`src/rtl/mc_ctrl_pkg.sv`:
```
// Shared definitions for the multi-cycle controller: opcodes, FSM states and
// the encodings of the multi-bit control fields.
package mc_ctrl_pkg;

    localparam int unsigned OPC_NOOP = 0;
    localparam int unsigned OPC_LOD  = 1;
    localparam int unsigned OPC_STR  = 2;
    localparam int unsigned OPC_SWAP = 3;
    localparam int unsigned OPC_BRA  = 4;
    localparam int unsigned OPC_BRR  = 5;
    localparam int unsigned OPC_BNE  = 6;
    localparam int unsigned OPC_ALU  = 8;
    localparam int unsigned OPC_HLT  = 15;

    // Wide enough for the largest allowed TIMEOUT (255)
    localparam int unsigned TMR_W = 8;

    typedef enum logic [3:0] {
        ST_START0,
        ST_START1,
        ST_FETCH,
        ST_DECODE,
        ST_EXECUTE,
        ST_MEM,
        ST_WB,
        ST_WB2,
        ST_HALT
    } state_t;

    localparam logic [1:0] ALU_OP_PASS = 2'b00;
    localparam logic [1:0] ALU_OP_IMM  = 2'b01;
    localparam logic [1:0] ALU_OP_SUB  = 2'b10;

    localparam logic [1:0] RD_SEL_RS   = 2'd0;
    localparam logic [1:0] RD_SEL_IMM  = 2'd1;
    localparam logic [1:0] RD_SEL_SWAP = 2'd2;

    typedef struct packed {
        logic       pc_rst;
        logic       pc_write;
        logic       pc_sel;
        logic       br_sel;
        logic       rf_we;
        logic       wb_sel;
        logic [1:0] rd_sel;
        logic [1:0] alu_op;
        logic       mm_sel;
        logic       dm_we;
        logic       dm_re;
        logic       swap_sel;
        logic       halted;
    } ctrl_t;

    function automatic logic opc_defined(input int unsigned opc);
        case (opc)
            OPC_NOOP, OPC_LOD, OPC_STR, OPC_SWAP, OPC_BRA,
            OPC_BRR, OPC_BNE, OPC_ALU, OPC_HLT: return 1'b1;
            default:                            return 1'b0;
        endcase
    endfunction

endpackage

```
`src/rtl/mc_wait_timer.sv`:
```
// Counts consecutive MEM cycles; flags the cycle in which the TIMEOUT-th
// wait cycle is being spent. Clears whenever the FSM is outside MEM.
module mc_wait_timer
    import mc_ctrl_pkg::*;
#(
    parameter int unsigned TIMEOUT = 15
) (
    input  logic clk,
    input  logic rst_n,
    input  logic run_i,
    output logic expired_c_o
);

    logic [TMR_W-1:0] cnt_q, cnt_d;

    assign expired_c_o = (cnt_q == TMR_W'(TIMEOUT - 1));

    always_comb begin
        cnt_d = cnt_q;
        if (!run_i) begin
            cnt_d = '0;
        end else if (!expired_c_o) begin
            cnt_d = cnt_q + TMR_W'(1);
        end
    end

    always_ff @(posedge clk or negedge rst_n) begin
        if (!rst_n) begin
            cnt_q <= '0;
        end else begin
            cnt_q <= cnt_d;
        end
    end

endmodule

```
`src/rtl/mc_ctrl.sv`:
```
// Multi-cycle CPU control unit: sequences fetch/decode/execute/memory/writeback
// and drives datapath selects from the present state and latched instruction.
module mc_ctrl
    import mc_ctrl_pkg::*;
#(
    parameter int unsigned     OP_W     = 4,
    parameter int unsigned     MM_W     = 4,
    parameter int unsigned     CNT_W    = 16,
    parameter int unsigned     TIMEOUT  = 15,
    parameter logic [MM_W-1:0] IMM_MODE = MM_W'(4'b1000)
) (
    input  logic             CLK,
    input  logic             RST_F,
    input  logic [OP_W-1:0]  OPCODE,
    input  logic [MM_W-1:0]  MM,
    input  logic [MM_W-1:0]  STAT,
    input  logic             DM_ACK,
    output logic             PC_RST,
    output logic             PC_WRITE,
    output logic             PC_SEL,
    output logic             BR_SEL,
    output logic             RF_WE,
    output logic             WB_SEL,
    output logic [1:0]       RD_SEL,
    output logic [1:0]       ALU_OP,
    output logic             MM_SEL,
    output logic             DM_WE,
    output logic             DM_RE,
    output logic             SWAP_SEL,
    output logic             HALTED,
    output logic             ERR,
    output logic [CNT_W-1:0] RETIRED
);

    state_t           state_q, state_d;
    logic [OP_W-1:0]  op_q;
    logic [MM_W-1:0]  mm_q;
    logic             err_q;
    logic [CNT_W-1:0] ret_q;

    ctrl_t ctrl_c;
    logic  err_set_c;
    logic  mem_run_c;
    logic  expired_c;
    logic  retire_c;

    logic is_lod, is_str, is_swap, is_bra, is_brr, is_bne, is_alu, is_hlt;
    logic is_imm, mm_zero, br_hit, br_taken;

    assign is_lod  = (op_q == OP_W'(OPC_LOD));
    assign is_str  = (op_q == OP_W'(OPC_STR));
    assign is_swap = (op_q == OP_W'(OPC_SWAP));
    assign is_bra  = (op_q == OP_W'(OPC_BRA));
    assign is_brr  = (op_q == OP_W'(OPC_BRR));
    assign is_bne  = (op_q == OP_W'(OPC_BNE));
    assign is_alu  = (op_q == OP_W'(OPC_ALU));
    assign is_hlt  = (op_q == OP_W'(OPC_HLT));
    assign is_imm  = (mm_q == IMM_MODE);
    assign mm_zero = (mm_q == '0);
    // STAT is live: branch outcome is decided in the EXECUTE cycle itself
    assign br_hit   = ((mm_q & STAT) != '0);
    assign br_taken = ((is_bra || is_brr) && br_hit) || (is_bne && !br_hit);

    mc_wait_timer #(
        .TIMEOUT (TIMEOUT)
    ) u_wait_timer (
        .clk         (CLK),
        .rst_n       (RST_F),
        .run_i       (mem_run_c),
        .expired_c_o (expired_c)
    );

    always_ff @(posedge CLK or negedge RST_F) begin
        if (!RST_F) begin
            state_q <= ST_START0;
        end else begin
            state_q <= state_d;
        end
    end

    always_comb begin
        state_d          = state_q;
        ctrl_c           = '0;
        ctrl_c.rd_sel    = RD_SEL_RS;
        ctrl_c.alu_op    = ALU_OP_PASS;
        err_set_c        = 1'b0;
        mem_run_c        = 1'b0;

        case (state_q)
            ST_START0: begin
                ctrl_c.pc_rst = 1'b1;
                state_d       = ST_START1;
            end
            ST_START1: begin
                ctrl_c.pc_rst = 1'b1;
                state_d       = ST_FETCH;
            end
            ST_FETCH: begin
                ctrl_c.pc_write = 1'b1;
                state_d         = ST_DECODE;
            end
            ST_DECODE: begin
                if (is_lod || (is_alu && is_imm)) begin
                    ctrl_c.rd_sel = RD_SEL_IMM;
                end else if (is_swap) begin
                    ctrl_c.rd_sel = RD_SEL_SWAP;
                end
                if (is_hlt) begin
                    state_d = ST_HALT;
                end else if (!opc_defined(32'(op_q))) begin
                    state_d   = ST_HALT;
                    err_set_c = 1'b1;
                end else begin
                    state_d = ST_EXECUTE;
                end
            end
            ST_EXECUTE: begin
                if ((is_alu && is_imm) || ((is_lod || is_str) && mm_zero)) begin
                    ctrl_c.alu_op = ALU_OP_IMM;
                end else if (is_bra || is_brr || is_bne || is_swap) begin
                    ctrl_c.alu_op = ALU_OP_SUB;
                end
                ctrl_c.mm_sel = (is_lod || is_str) && is_imm;
                if (br_taken) begin
                    ctrl_c.pc_sel   = 1'b1;
                    ctrl_c.pc_write = 1'b1;
                    ctrl_c.br_sel   = is_bra || is_bne;
                end
                if (is_alu || is_lod || is_str) begin
                    state_d = ST_MEM;
                end else if (is_swap) begin
                    state_d = ST_WB;
                end else begin
                    state_d = ST_FETCH;
                end
            end
            ST_MEM: begin
                mem_run_c = 1'b1;
                if (is_alu) begin
                    ctrl_c.rf_we = 1'b1;
                    state_d      = ST_FETCH;
                end else begin
                    ctrl_c.dm_re = is_lod;
                    ctrl_c.dm_we = is_str;
                    // An ACK in the final wait cycle beats the timeout
                    if (DM_ACK) begin
                        state_d = is_lod ? ST_WB : ST_FETCH;
                    end else if (expired_c) begin
                        state_d   = ST_HALT;
                        err_set_c = 1'b1;
                    end
                end
            end
            ST_WB: begin
                ctrl_c.rf_we  = 1'b1;
                ctrl_c.wb_sel = is_lod;
                state_d       = is_swap ? ST_WB2 : ST_FETCH;
            end
            ST_WB2: begin
                ctrl_c.rf_we    = 1'b1;
                ctrl_c.swap_sel = 1'b1;
                state_d         = ST_FETCH;
            end
            ST_HALT: begin
                ctrl_c.halted = 1'b1;
            end
            default: begin
                state_d = ST_START0;
            end
        endcase
    end

    assign retire_c = (state_d == ST_FETCH) &&
                      ((state_q == ST_EXECUTE) || (state_q == ST_MEM) ||
                       (state_q == ST_WB) || (state_q == ST_WB2));

    // Instruction latch, sticky error and saturating retire counter
    always_ff @(posedge CLK or negedge RST_F) begin
        if (!RST_F) begin
            op_q  <= '0;
            mm_q  <= '0;
            err_q <= 1'b0;
            ret_q <= '0;
        end else begin
            if (state_q == ST_FETCH) begin
                op_q <= OPCODE;
                mm_q <= MM;
            end
            if (err_set_c) begin
                err_q <= 1'b1;
            end
            if (retire_c && (ret_q != '1)) begin
                ret_q <= ret_q + CNT_W'(1);
            end
        end
    end

    assign PC_RST   = ctrl_c.pc_rst;
    assign PC_WRITE = ctrl_c.pc_write;
    assign PC_SEL   = ctrl_c.pc_sel;
    assign BR_SEL   = ctrl_c.br_sel;
    assign RF_WE    = ctrl_c.rf_we;
    assign WB_SEL   = ctrl_c.wb_sel;
    assign RD_SEL   = ctrl_c.rd_sel;
    assign ALU_OP   = ctrl_c.alu_op;
    assign MM_SEL   = ctrl_c.mm_sel;
    assign DM_WE    = ctrl_c.dm_we;
    assign DM_RE    = ctrl_c.dm_re;
    assign SWAP_SEL = ctrl_c.swap_sel;
    assign HALTED   = ctrl_c.halted;
    assign ERR      = err_q;
    assign RETIRED  = ret_q;

endmodule

```
`config.mk`:
```
export PLATFORM = sky130hd
export DESIGN_NAME = mc_ctrl
export DESIGN_NICKNAME = d
export VERILOG_FILES = /design/src/rtl/mc_ctrl_pkg.sv /design/src/rtl/mc_wait_timer.sv /design/src/rtl/mc_ctrl.sv
export SDC_FILE = /design/constraint.sdc
export NUM_CORES = 1
export LEC_CHECK = 0
export ABC_AREA = 1
export CAP_MARGIN = 20
export CORE_MARGIN = 2
export CORE_UTILIZATION = 35
export DETAILED_ROUTE_END_ITERATION = 6
export PLACE_DENSITY = 0.57
export SETUP_SLACK_MARGIN = 0.3
export SYNTH_ARGS = -nofsm -noshare
export SYNTH_HDL_FRONTEND = slang
export SYNTH_SLANG_ARGS = --single-unit
export TNS_END_PERCENT = 50
```
`constraint.sdc`:
```
create_clock -name CLK -period 1.7 [get_ports CLK]
set_input_delay 0.255 -clock CLK [delete_from_list [all_inputs] [get_ports CLK]]
set_output_delay 0.255 -clock CLK [all_outputs]
set_load 0.01 [all_outputs]
```
Word level (Yosys, flattened, before mapping)
Memory sizes are Yosys's and may differ from the RTL's.
Cells that the tools add are included.
{"block": "totals", "input_bits": 15, "output_inout_bits": 32, "mem_count": 1, "romBits": 16, "wordCells": 96, "reg_bits": 37}
{"block": "op_classes", "bitwise": 1, "muxes": 38, "reduce_logical": 27, "n_eq_ne": 21, "add_sub_neg": 2}
{"memory": "(no name shown)", "words": 16, "word_bits": 1, "read_ports": 1, "rd_ports_with_merged_regs": 0, "write_ports": 0, "line": "mc_ctrl_pkg.sv:55", "rtl": "case (opc)"}
{"cell": "4-bit one-hot mux with 8 select lines", "count": 1}
{"cell": "4-bit by 3-bit equality test with 1-bit output, second input constant", "count": 7}
{"cell": "4-bit 2-to-1 mux", "count": 6}
{"cell": "4-bit by 2-bit equality test with 1-bit output, second input constant", "count": 5}
{"cell": "16-bit by 1-bit adder with 16-bit output, second input constant", "count": 1}
{"cell": "4-bit equality test, second input constant", "count": 4}
{"cell": "2-bit 2-to-1 mux", "count": 8}
{"cell": "8-bit 2-to-1 mux", "count": 2}
{"cell": "16-bit inequality test, second input constant", "count": 1}
{"cell": "3-bit 2-to-1 mux", "count": 5}
{"cell": "1-bit logical OR", "count": 13}
{"cell": "1-bit 2-to-1 mux", "count": 13}
{"cell": "8-bit by 1-bit adder with 8-bit output, second input constant", "count": 1}
{"cell": "4-bit by 1-bit equality test with 1-bit output, second input constant", "count": 2}
{"cell": "8-bit by 4-bit equality test with 1-bit output, second input constant", "count": 1}
{"cell": "4-bit logical NOT", "count": 2}
{"cell": "1-bit logical AND", "count": 7}
{"cell": "1-bit one-hot mux with 2 select lines", "count": 3}
{"cell": "2-bit OR reduction", "count": 3}
{"cell": "4-bit bitwise AND", "count": 1}
{"cell": "4-bit nonzero test", "count": 1}
{"cell": "2-bit inequality test, second input constant", "count": 1}
{"cell": "1-bit logical NOT", "count": 1}

Depth between registers and ports, before layout
Gate-level depths: netlist (run 1).
{"block": "logic_depth", "word_depth": 9, "ltp_mapped": 14, "ltp_nobuf": 13}

Cells and area by module
Synthesis (run 1) repeated with hierarchy kept, for this count alone.
{"block": "hier_totals", "cells_unflattened": 347, "area_unflattened_um2": 2494.9}
{"module": "mc_ctrl", "seq_area_each_um2": 725.7, "n_inst": 1, "cells_per_inst": 273, "area_each_um2": 1985.7}
{"module": "mc_wait_timer", "seq_area_each_um2": 200.2, "n_inst": 1, "cells_per_inst": 74, "area_each_um2": 509.2}

Least setup slack after synthesis (run 1)
No wires, ideal clock.
{"block": "synth_timing", "kind": "flip-flop to flip-flop", "from": "register u_wait_timer.cnt_q[0]", "to": "register ret_q[12] (netlist: RETIRED[12])", "period_less_slack_ps": 1716, "required_time_ps": 1583, "arrival_ps": 1599, "n_path_buf": 1, "setup_slack_ps": -16, "stages_incl_launch_ff": 15, "setup_ps": 117, "path_cell_list": "dfrtp_1 > inv_1 > ha_1 > nand2_2 > nor2_4 > inv_2 > nand2_1 > nand2_1 > nand2_1 > nand2_1 > nor2_4 > nand2_4 > buf_6 > nand2_1 > nand2_1"}
{"block": "synth_between", "elab_chain_len": 8}
{"element": "from (decl)", "line": "mc_wait_timer.sv:14", "rtl": "logic [TMR_W-1:0] cnt_q, cnt_d;"}
{"element": "from (signal assigned)", "line": "mc_wait_timer.sv:31", "rtl": "cnt_q <= cnt_d;"}
{"element": "8-bit by 4-bit equality test with 1-bit output", "line": "mc_wait_timer.sv:16", "rtl": "assign expired_c_o = (cnt_q == TMR_W'(TIMEOUT - 1));"}
{"element": "4-bit 2-to-1 mux", "line": "mc_ctrl.sv:148", "rtl": "end else if (expired_c) begin"}
{"element": "4-bit 2-to-1 mux", "line": "mc_ctrl.sv:146", "rtl": "if (DM_ACK) begin"}
{"element": "4-bit 2-to-1 mux", "line": "mc_ctrl.sv:139", "rtl": "if (is_alu) begin"}
{"element": "4-bit one-hot mux with 8 select lines", "line": "mc_ctrl.sv:89", "rtl": "case (state_q)"}
{"element": "4-bit by 2-bit equality test with 1-bit output", "line": "mc_ctrl.sv:173", "rtl": "assign retire_c = (state_d == ST_FETCH) &&"}
{"element": "1-bit logical AND", "line": "mc_ctrl.sv:173"}
{"element": "1-bit logical AND", "line": "mc_ctrl.sv:192", "rtl": "if (retire_c && (ret_q != '1)) begin"}
{"element": "to (signal assigned)", "line": "mc_ctrl.sv:193", "rtl": "ret_q <= ret_q + CNT_W'(1);"}
{"element": "to (decl)", "line": "mc_ctrl.sv:39", "rtl": "logic [CNT_W-1:0] ret_q;"}
Every way passes these cells.
A chain may end at the register's enable or synchronous reset.

Worst setup path in the final report (run 1)
{"block": "layout_timing", "from": "register op_q[2]", "to": "output port RD_SEL[0]"}
{"block": "layout_between", "elab_chain_len": 5, "elab_cells_between_ends": 6, "classes_between": "2 x eq/ne; 2 x mux; 2 x reduce/logical"}
{"element": "from (decl)", "line": "mc_ctrl.sv:36", "rtl": "logic [OP_W-1:0] op_q;"}
{"element": "from (signal assigned)", "line": "mc_ctrl.sv:180", "rtl": "op_q <= '0;"}
{"element": "from (signal assigned)", "line": "mc_ctrl.sv:186", "rtl": "op_q <= OPCODE;"}
{"element": "4-bit equality test", "line": "mc_ctrl.sv:56", "rtl": "assign is_alu = (op_q == OP_W'(OPC_ALU));"}
{"element": "1-bit logical AND", "line": "mc_ctrl.sv:103", "rtl": "if (is_lod || (is_alu && is_imm)) begin"}
{"element": "1-bit logical OR *", "line": "mc_ctrl.sv:103"}
{"element": "2-bit 2-to-1 mux *", "line": "mc_ctrl.sv:103"}
{"element": "2-bit 2-to-1 mux *", "line": "mc_ctrl.sv:89"}
{"element": "to (decl)", "line": "mc_ctrl.sv:24", "rtl": "output logic [1:0] RD_SEL,"}
Mark *: on every way between the ends. The rest lies on a longest branch, timed or not.

==> out/metrics.sh, run 1 <==
CP_DATA_ARRIVAL_TIME_NS=1.67
CTSLONGESTPATHBUFFERS=2
REPORT.FINAL.SLEW_VIOL_COUNT=0
FRACTION_OF_POWER_CONSUMED_BY_COMBINATIONAL_CELLS_PCT=59.4
PLACEABLECOREAREA_SQ_MM=0.006386
SYNTH_ASYNC_SR_FLOP_SHARE_PCT=100.0
CLKLATENCYLATEPIN_NS=0.30
FINAL_NETS=457
HOLDBUFCOUNTCTS=0
SYNTHTOLAYOUTAREAGROWTH_PCT=68.38
POWER.SHARE.SWITCHING_PCT=40.46
FINAL_WORST_PATH_SETUP_SLACK_NS=-0.2266
DPL-INSTANCE-AREA_SQ_MM=0.003261
HTREEDEPTH=2
POST_SYNTH_EDFFS=0
NETLIST_INSTANCES=308
CRITICAL-PATH-SLOWEST-CELL='sky130_fd_sc_hd__dfrtp_2'
FIRST_GLOBAL_VIAS=2483
STDCELL_AREA_SQ_MM=0.003897
POST-ROUTE-DRC-COUNT=0
PORTBUFFERS=46
CLKPWRFRAC_PCT=13.8
SETUP_REPAIR_AFTER_GLOBAL_ROUTING_MISSED_ITS_MARGIN='true'
HPWL_UM=4582
FP-ROW-COUNT=29
CRIT_TYPE='flip-flop to primary output'
PATH_CELLS='buf_12, nor2_4, nand2_2, buf_4, or2_4, a21oi_2, buf_2'
PERIOD_NEEDED_NS=1.927
YS_TYPES=33
ANT_NETS=0
MAXCAPVIOLATIONS=0
GRT_FIRST_PASS_WIRELENGTH_UM=11230
TOTAL_POWER_mW=4.730
FINALSETUPVIOLCOUNT=29
CRIT_PATH_START_KIND='flip-flop'
FAILED_CHECKS='hold timing, setup timing'
NETLIST_AREA_SQ_MM=0.002315
GP_CONGESTION=0.8463
DIE_W_UM=85.33
FIN_SKEW_NS=0.006832
CRIT_PATH_MAX_INCR_DELAY_NS=0.46
SYNTH.TOP_CELLS.BY_AREA='sky130_fd_sc_hd__dfrtp_1 (40%), sky130_fd_sc_hd__nand2_1 (12%), sky130_fd_sc_hd__nand3_1 (7.8%), sky130_fd_sc_hd__nor2_1 (7.0%), sky130_fd_sc_hd__inv_1 (4.7%)'
SEQPWRFRAC_PCT=26.8
CP.REQUIRED_NS=1.44
GLOBALROUTETOTALUTIL_PCT=19.12
FINISH.UTILIZATION_PCT=61.03
YS_SEQ_ELEMENTS=37
SYNTH_SEQUENTIAL_AREA_RATIO_PCT=40.00
YOSYS.CELL_COUNT.TOP_TYPE='sky130_fd_sc_hd__nand2_1'
MOST_COMMON_FLOP_CELL_MAPPED_BY_YOSYS='sky130_fd_sc_hd__dfrtp_1'
SETUP.WORST_PATH.END_CLASS='primary output'
CELLINTERNALPOWER_mW=2.816
SYN_AREA_PER_CELL_SQ_UM=7.515
HOLD_VIOL_FINAL=9
CLOCK_SINKS=37
P_LEAK_nW=1.922
CELLPOWERDENSITY_mW_PER_MM2=1214
GRT_MAX_DEGREE=38
STATUS='finished, violations left'
IO_PINS=47
CLOCK_BUFFERS_CREATED_BY_TRITONCTS=5
INITIAL_UTILIZATION_PCT=36.25
GRT_ANTENNA_BEFORE_REPAIR=0
WORSTMARGINPINSLEW_NS=0.4880
CELL_TYPE_GROUP_WITH_THE_LARGEST_TOTAL_DELAY_ON_THE_CRITICAL_PATH='flip-flops'
DRIVE_GT1_SHARE_PCT=46.14
CRITICAL_PATH_MAXIMUM_FANOUT=4
CRITICAL_PATH_BUF_INV_COUNT=3
SYNTH_NETS=326
DRTITER0DRC=73
PERIOD_SHARE_PCT=113.3
DETAIL_ROUTE.FIRST_PASS.ITERATIONS=4
SYNTHDOMINANTCELLAREASHARE_PCT=40.00
SWITCHINGPOWER_mW=1.914
IRDROPWORSTVDD_uV=938.6
ANTENNA_CELLS=0
CTS_TREE='built'
YOSYS-TOP-CELLS-COUNT='sky130_fd_sc_hd__nand2_1 (77), sky130_fd_sc_hd__nor2_1 (43), sky130_fd_sc_hd__dfrtp_1 (37)'
WORSTHOLDPATHTYPE='primary input to asynchronous set/reset pin'
YOSYS_WARNINGS=0
ROUTE.DETAILED.VIAS_PER_INST=4.851
FMAX_GHz=0.5190
GRT-OVFL-TOTAL=0
DIE-AREA_SQ_MM=0.007280
FIN_HOLD_WS_NS=-0.002370
ROUTE.FINAL.WIRE_LENGTH_UM=6901
MAX_SLEW_MARGIN_PCT=67.47
CTS_ROOT_BUF='sky130_fd_sc_hd__clkbuf_8'
WORST_SETUP_HOLD_PATH_CLK_SLEW_NS=0.08
SYNTHDOMINANTAREACELLTYPE='sky130_fd_sc_hd__dfrtp_1'
OVERALL_VIA_COUNT_FROM_DETAIL_ROUTE=2508
WL_PER_CELL_UM=13.35
DIE_Y_UM=85.33
[per-stage QoR]
step	setup TNS (ns)	setup WS [ns]	hold WS (ns)	std cells
floorplan	0	0.03064	-0.04059	308
global route	-6.875	-0.2973	0.05023	517
global placement	-4.846	-0.4700	0.3375	480
finish	-4.422	-0.2266	-0.002370	517
detailed placement	-5.342	-0.5019	0.3394	480
CTS	-3.037	-0.2052	0.01973	507
[registers in the layout (all words and copies together), names as in the netlist]
| signal | flops |
|---|---|
| RETIRED | 16 |
| state_q | 4 |
| ERR | 1 |
| mm_q | 4 |
| op_q | 4 |
| u_wait_timer.cnt_q | 8 |
[layout make-up]
class | count | area [sq um]
Clock buffer | 5 | 68.82
Clock inverter | 3 | 21.27
Fill cell | 587 | 2489
Inverter | 33 | 126.4
Multi-Input combinational cell | 235 | 1535
Sequential cell | 37 | 934.6
Tap cell | 77 | 96.34
Timing Repair Buffer | 127 | 1115
[cell families after synthesis]
group | count (synthesis) | synth area share (%)
flip-flops | 37 | 40.00
AND/OR/NAND/NOR | 185 | 37.46
multiplexers | 3 | 1.459
AO/OA/AOI/OAI | 29 | 7.352
adder cells (fa/ha/maj) | 3 | 1.622
XOR/XNOR | 14 | 5.297
buffers and inverters | 37 | 6.810
[cells in the final DEF, fill, tap and decap left out, drive strengths merged]
cell / netlist / layout
inv: 33 / 34
dlymetal6s2s: 0 / 2
a211o: 2 / 2
clkdlybuf4s15: 0 / 1
or2: 1 / 1
clkdlybuf4s50: 0 / 14
nor2: 50 / 50
xor2: 7 / 7
o31ai: 1 / 1
a22o: 2 / 2
clkinv: 0 / 1
xnor2: 7 / 7
nand4: 5 / 5
nor3: 6 / 6
clkinvlp: 0 / 1
o21a: 1 / 1
dlygate4sd2: 0 / 13
nand3: 39 / 39
nand2: 83 / 84
a21oi: 16 / 16
ha: 3 / 3
o21ai: 6 / 6
dfrtp: 37 / 37
buf: 3 / 97
and3: 1 / 1
a31oi: 1 / 1
mux2: 3 / 3
clkbuf: 1 / 5
[worst paths after layout]
| kind | start | to | slack [ns] | cells after the start |
|---|---|---|---|---|
| min reg2reg | u_wait_timer.cnt_q[3] | u_wait_timer.cnt_q[3] | 0.47 | 1 |
| min in group CLK | u_wait_timer.cnt_q[3] | u_wait_timer.cnt_q[3] | 0.47 | 1 |
| max | op_q[2] | RD_SEL[0] | -0.23 | 7 |
| max in group asynchronous | RST_F | state_q[2] | 1.33 | 2 |
| max reg2reg | op_q[2] | RETIRED[4] | -0.21 | 13 |
| min | RST_F | state_q[3] | -0.002 | 2 |
[what timing repair did]
action                     in CTS  in global routing
cloned                          1                  0
pin swaps                      22                 29
setup endpoints to repair      55                 49
hold endpoints to repair        0                  0
resized for setup             138                 54
setup buffers                  18                 10
[power by group through the flow]
stage                     sequential (mW)  clock [mW]  combinational [mW]
after floorplan                      1.27           0               0.954
after global placement               1.25           0                1.93
after detailed placement             1.25           0                1.95
after CTS                            1.26       0.675                2.48
after global routing                 1.29       0.703                3.03
final                                1.27       0.655                2.81
[routing by layer]
metal	vias up	routed length [um]	global-route usage, %
li1	1256	-	-
met1	1208	3081	23.30
met2	34	3525	34.30
met3	10	217	3.405
met4	0	78	5.628
met5	-	0	0
Power figures use the tool's default switching activity.
==> run 2, diff against run 1 <==
CORE_UTILIZATION = 47   (was 35)
HOLD_SLACK_MARGIN = 0.12   (was unset)
PLACE_DENSITY = 0.85   (was 0.57)
==> run 2 against run 1 <==
  * The run ends with setup timing left
  * Die area decreased by 24%
  * First-iteration DRC count rose to 3.4 times the previous value
  * Wire length is 12% higher
  * Sequential share of layout area is 1.8 points higher
  * Critical path type is now flip-flop to flip-flop
  * Largest power group unchanged
==> out/metrics.sh, run 2 (synthesized netlist as in run 1, its figures left out) <==
STATUS='finished, violations left'
FAILED_CHECKS='setup timing'
GP_CONGESTION=0.8898  # +5.1%
CRITICAL_PATH_MAXIMUM_FANOUT=8  # +4
PERIOD_SHARE_PCT=114.6  # +1.3 points
CLOCK_SINKS=37  # unchanged
WORSTHOLDPATHTYPE='primary input to asynchronous set/reset pin'
ROUTE.DETAILED.VIAS_PER_INST=5.462  # +13%
CP.REQUIRED_NS=1.89  # +0.45 ns
SYNTHTOLAYOUTAREAGROWTH_PCT=56.70
HTREEDEPTH=2  # unchanged
WORST_SETUP_HOLD_PATH_CLK_SLEW_NS=0.08  # about the same
CLKPWRFRAC_PCT=17.4  # +3.6 points
P_LEAK_nW=1.798  # -6.4%
HOLD_VIOL_FINAL=0  # -9
CTS_TREE='built'
FINAL_WORST_PATH_SETUP_SLACK_NS=-0.2482  # -0.02157 ns
GLOBALROUTETOTALUTIL_PCT=29.19  # +10 points
MAXCAPVIOLATIONS=0  # unchanged
IRDROPWORSTVDD_uV=872.9  # -7.0%
ANT_NETS=0  # unchanged
WORSTMARGINPINSLEW_NS=0.5549  # +0.06691 ns
FIN_SKEW_NS=0.009970  # +0.003137 ns
CTSLONGESTPATHBUFFERS=2  # unchanged
ANTENNA_CELLS=0  # unchanged
CRIT_TYPE='flip-flop to flip-flop'
WL_PER_CELL_UM=16.05  # +20%
CLOCK_BUFFERS_CREATED_BY_TRITONCTS=5  # unchanged
FINALSETUPVIOLCOUNT=28  # -3.4%
PERIOD_NEEDED_NS=1.948  # +0.02157 ns
CP_DATA_ARRIVAL_TIME_NS=2.14  # +0.47 ns
GRT-OVFL-TOTAL=0  # unchanged
FINAL_NETS=431  # -5.7%
CLKLATENCYLATEPIN_NS=0.30  # about the same
FP-ROW-COUNT=25  # -14%
IO_PINS=47  # unchanged
SETUP.WORST_PATH.END_CLASS='flip-flop'
LAYOUT_COMMON_CELLS='sky130_fd_sc_hd__nand2_1 (53), sky130_fd_sc_hd__buf_4 (35), sky130_fd_sc_hd__nor2_1 (31), sky130_fd_sc_hd__nand3_1 (31), sky130_fd_sc_hd__dfrtp_1 (29)'
PORTBUFFERS=46  # unchanged
POST-ROUTE-DRC-COUNT=0  # unchanged
DIE-AREA_SQ_MM=0.005502  # -24%
CELLINTERNALPOWER_mW=2.752  # -2.3%
DRIVE_GT1_SHARE_PCT=41.06  # -5.1 points
POWER.SHARE.SWITCHING_PCT=41.24  # +0.78 points
FRACTION_OF_POWER_CONSUMED_BY_COMBINATIONAL_CELLS_PCT=55.3  # -4.1 points
DP.CELLS=460  # -4.2%
LARGEST_REGISTER_FFS=16  # unchanged
DRTITER0DRC=246  # +240%
PLACE_WS_NS=-0.5155  # -0.01360 ns
GRT_ANTENNA_BEFORE_REPAIR=0  # unchanged
SWITCHINGPOWER_mW=1.931  # +0.92%
FILLCELLCOUNT=298  # -49%
OVERALL_VIA_COUNT_FROM_DETAIL_ROUTE=2627  # +4.7%
SETUP_REPAIR_AFTER_GLOBAL_ROUTING_MISSED_ITS_MARGIN='true'
FMAX_GHz=0.5133  # -1.1%
INSTANCES_NO_FILL=481  # -7.0%
SEQPWRFRAC_PCT=27.2  # +0.4 points
DIE_W_UM=74.18  # -13%
HPWL_UM=4553  # -0.62%
FINAL_COMMON_CELL='sky130_fd_sc_hd__nand2_1'
CRIT_PATH_START_KIND='flip-flop'
CELLPOWERDENSITY_mW_PER_MM2=1291  # +6.4%
FIN_HOLD_WS_NS=0.4804  # +0.4828 ns
FIRST_GLOBAL_VIAS=2632  # +6.0%
FIN_SETUP_TNS_NS=-5.165  # -0.7426 ns
GRT_FIRST_PASS_WIRELENGTH_UM=12070  # +7.5%
DIE_Y_UM=74.18  # -13%
CTS_ROOT_BUF='sky130_fd_sc_hd__clkbuf_8'
REPORT.FINAL.SLEW_VIOL_COUNT=0  # unchanged
ROUTE.FINAL.WIRE_LENGTH_UM=7720  # +12%
DETAIL_ROUTE.FIRST_PASS.ITERATIONS=5  # +1
INITIAL_UTILIZATION_PCT=49.01  # +13 points
FINISH.UTILIZATION_PCT=76.79  # +16 points
MAX_SLEW_MARGIN_PCT=63.01  # -4.5 points
PLACEABLECOREAREA_SQ_MM=0.004723  # -26%
GRT_MAX_DEGREE=20  # -47%
==> run 2: final timing paths <==
kind / startpoint / end / cells after the start / slack, ns
worst max register to register: op_q[3] / RETIRED[10] / 15 / -0.25
worst min register to register: u_wait_timer.cnt_q[3] / u_wait_timer.cnt_q[3] / 1 / 0.48
worst min-delay path: RST_F / ERR / 2 / 0.48
min in group CLK: u_wait_timer.cnt_q[3] / u_wait_timer.cnt_q[3] / 1 / 0.48
worst max-delay path: op_q[3] / RETIRED[10] / 15 / -0.25
max in group asynchronous: RST_F / RETIRED[10] / 3 / 0.71
==> run 2: power by group through the flow <==
stage | combinational [mW] | clock [mW] | sequential (mW)
CTS | 2.36 | 0.816 | 1.25
detailed placement | 1.91 | 0 | 1.25
floorplan | 0.954 | 0 | 1.27
global route | 2.78 | 0.864 | 1.29
finish | 2.59 | 0.817 | 1.27
global placement | 1.84 | 0 | 1.24
==> run 2: per-layer routing <==
layer | GRT usage (%) | share of wire [%]
met1 | 31.58 | 36
met2 | 54.17 | 54
met3 | 5.827 | 5.9
met4 | 13.94 | 3.7
met5 | 0 | 0
==> run 2: cell type report <==
type	count	area [sq um]	area share (%)
Multi-Input combinational cell	235	1488	41.01
Sequential cell	37	935.9	25.80
Timing Repair Buffer	101	877.1	24.18
Inverter	33	126.4	3.484
Clock buffer	7	86.33	2.380
Tap cell	67	83.83	2.311
Clock inverter	1	30.03	0.8279
==> run 2: timing repair <==
item | CTS | global route
endpoints found under the hold margin | 18 | 0
pin swaps | 19 | 12
cloned | 2 | 0
gates resized for setup | 148 | 27
endpoints found under the setup margin | 55 | 44
setup buffers | 7 | 3
hold buffers | 1 | 0
==> run 2: critical path, cell delays in order (launching register included) <==
cell	delay [ns]
sky130_fd_sc_hd__dfrtp_1	0.37
sky130_fd_sc_hd__inv_2	0.06
sky130_fd_sc_hd__buf_6	0.12
sky130_fd_sc_hd__nor2_4	0.08
sky130_fd_sc_hd__nand2_2	0.08
sky130_fd_sc_hd__buf_6	0.14
sky130_fd_sc_hd__nand2_4	0.07
sky130_fd_sc_hd__nand2_2	0.05
sky130_fd_sc_hd__nand2_1	0.09
sky130_fd_sc_hd__inv_1	0.07
sky130_fd_sc_hd__nand2_2	0.08
sky130_fd_sc_hd__nand3_2	0.08
sky130_fd_sc_hd__nor2_4	0.22
sky130_fd_sc_hd__nand2_4	0.15
sky130_fd_sc_hd__nand2_2	0.10
sky130_fd_sc_hd__nand2_1	0.06
==> run 2: stage by stage <==
step	area, sq um	power [mW]
2_1_floorplan	2345	2.225
3_3_place_gp	3186	3.077
3_5_place_dp	3186	3.156
4_1_cts	3528	4.432
5_1_grt	3627	4.937
6_report	3627	4.683
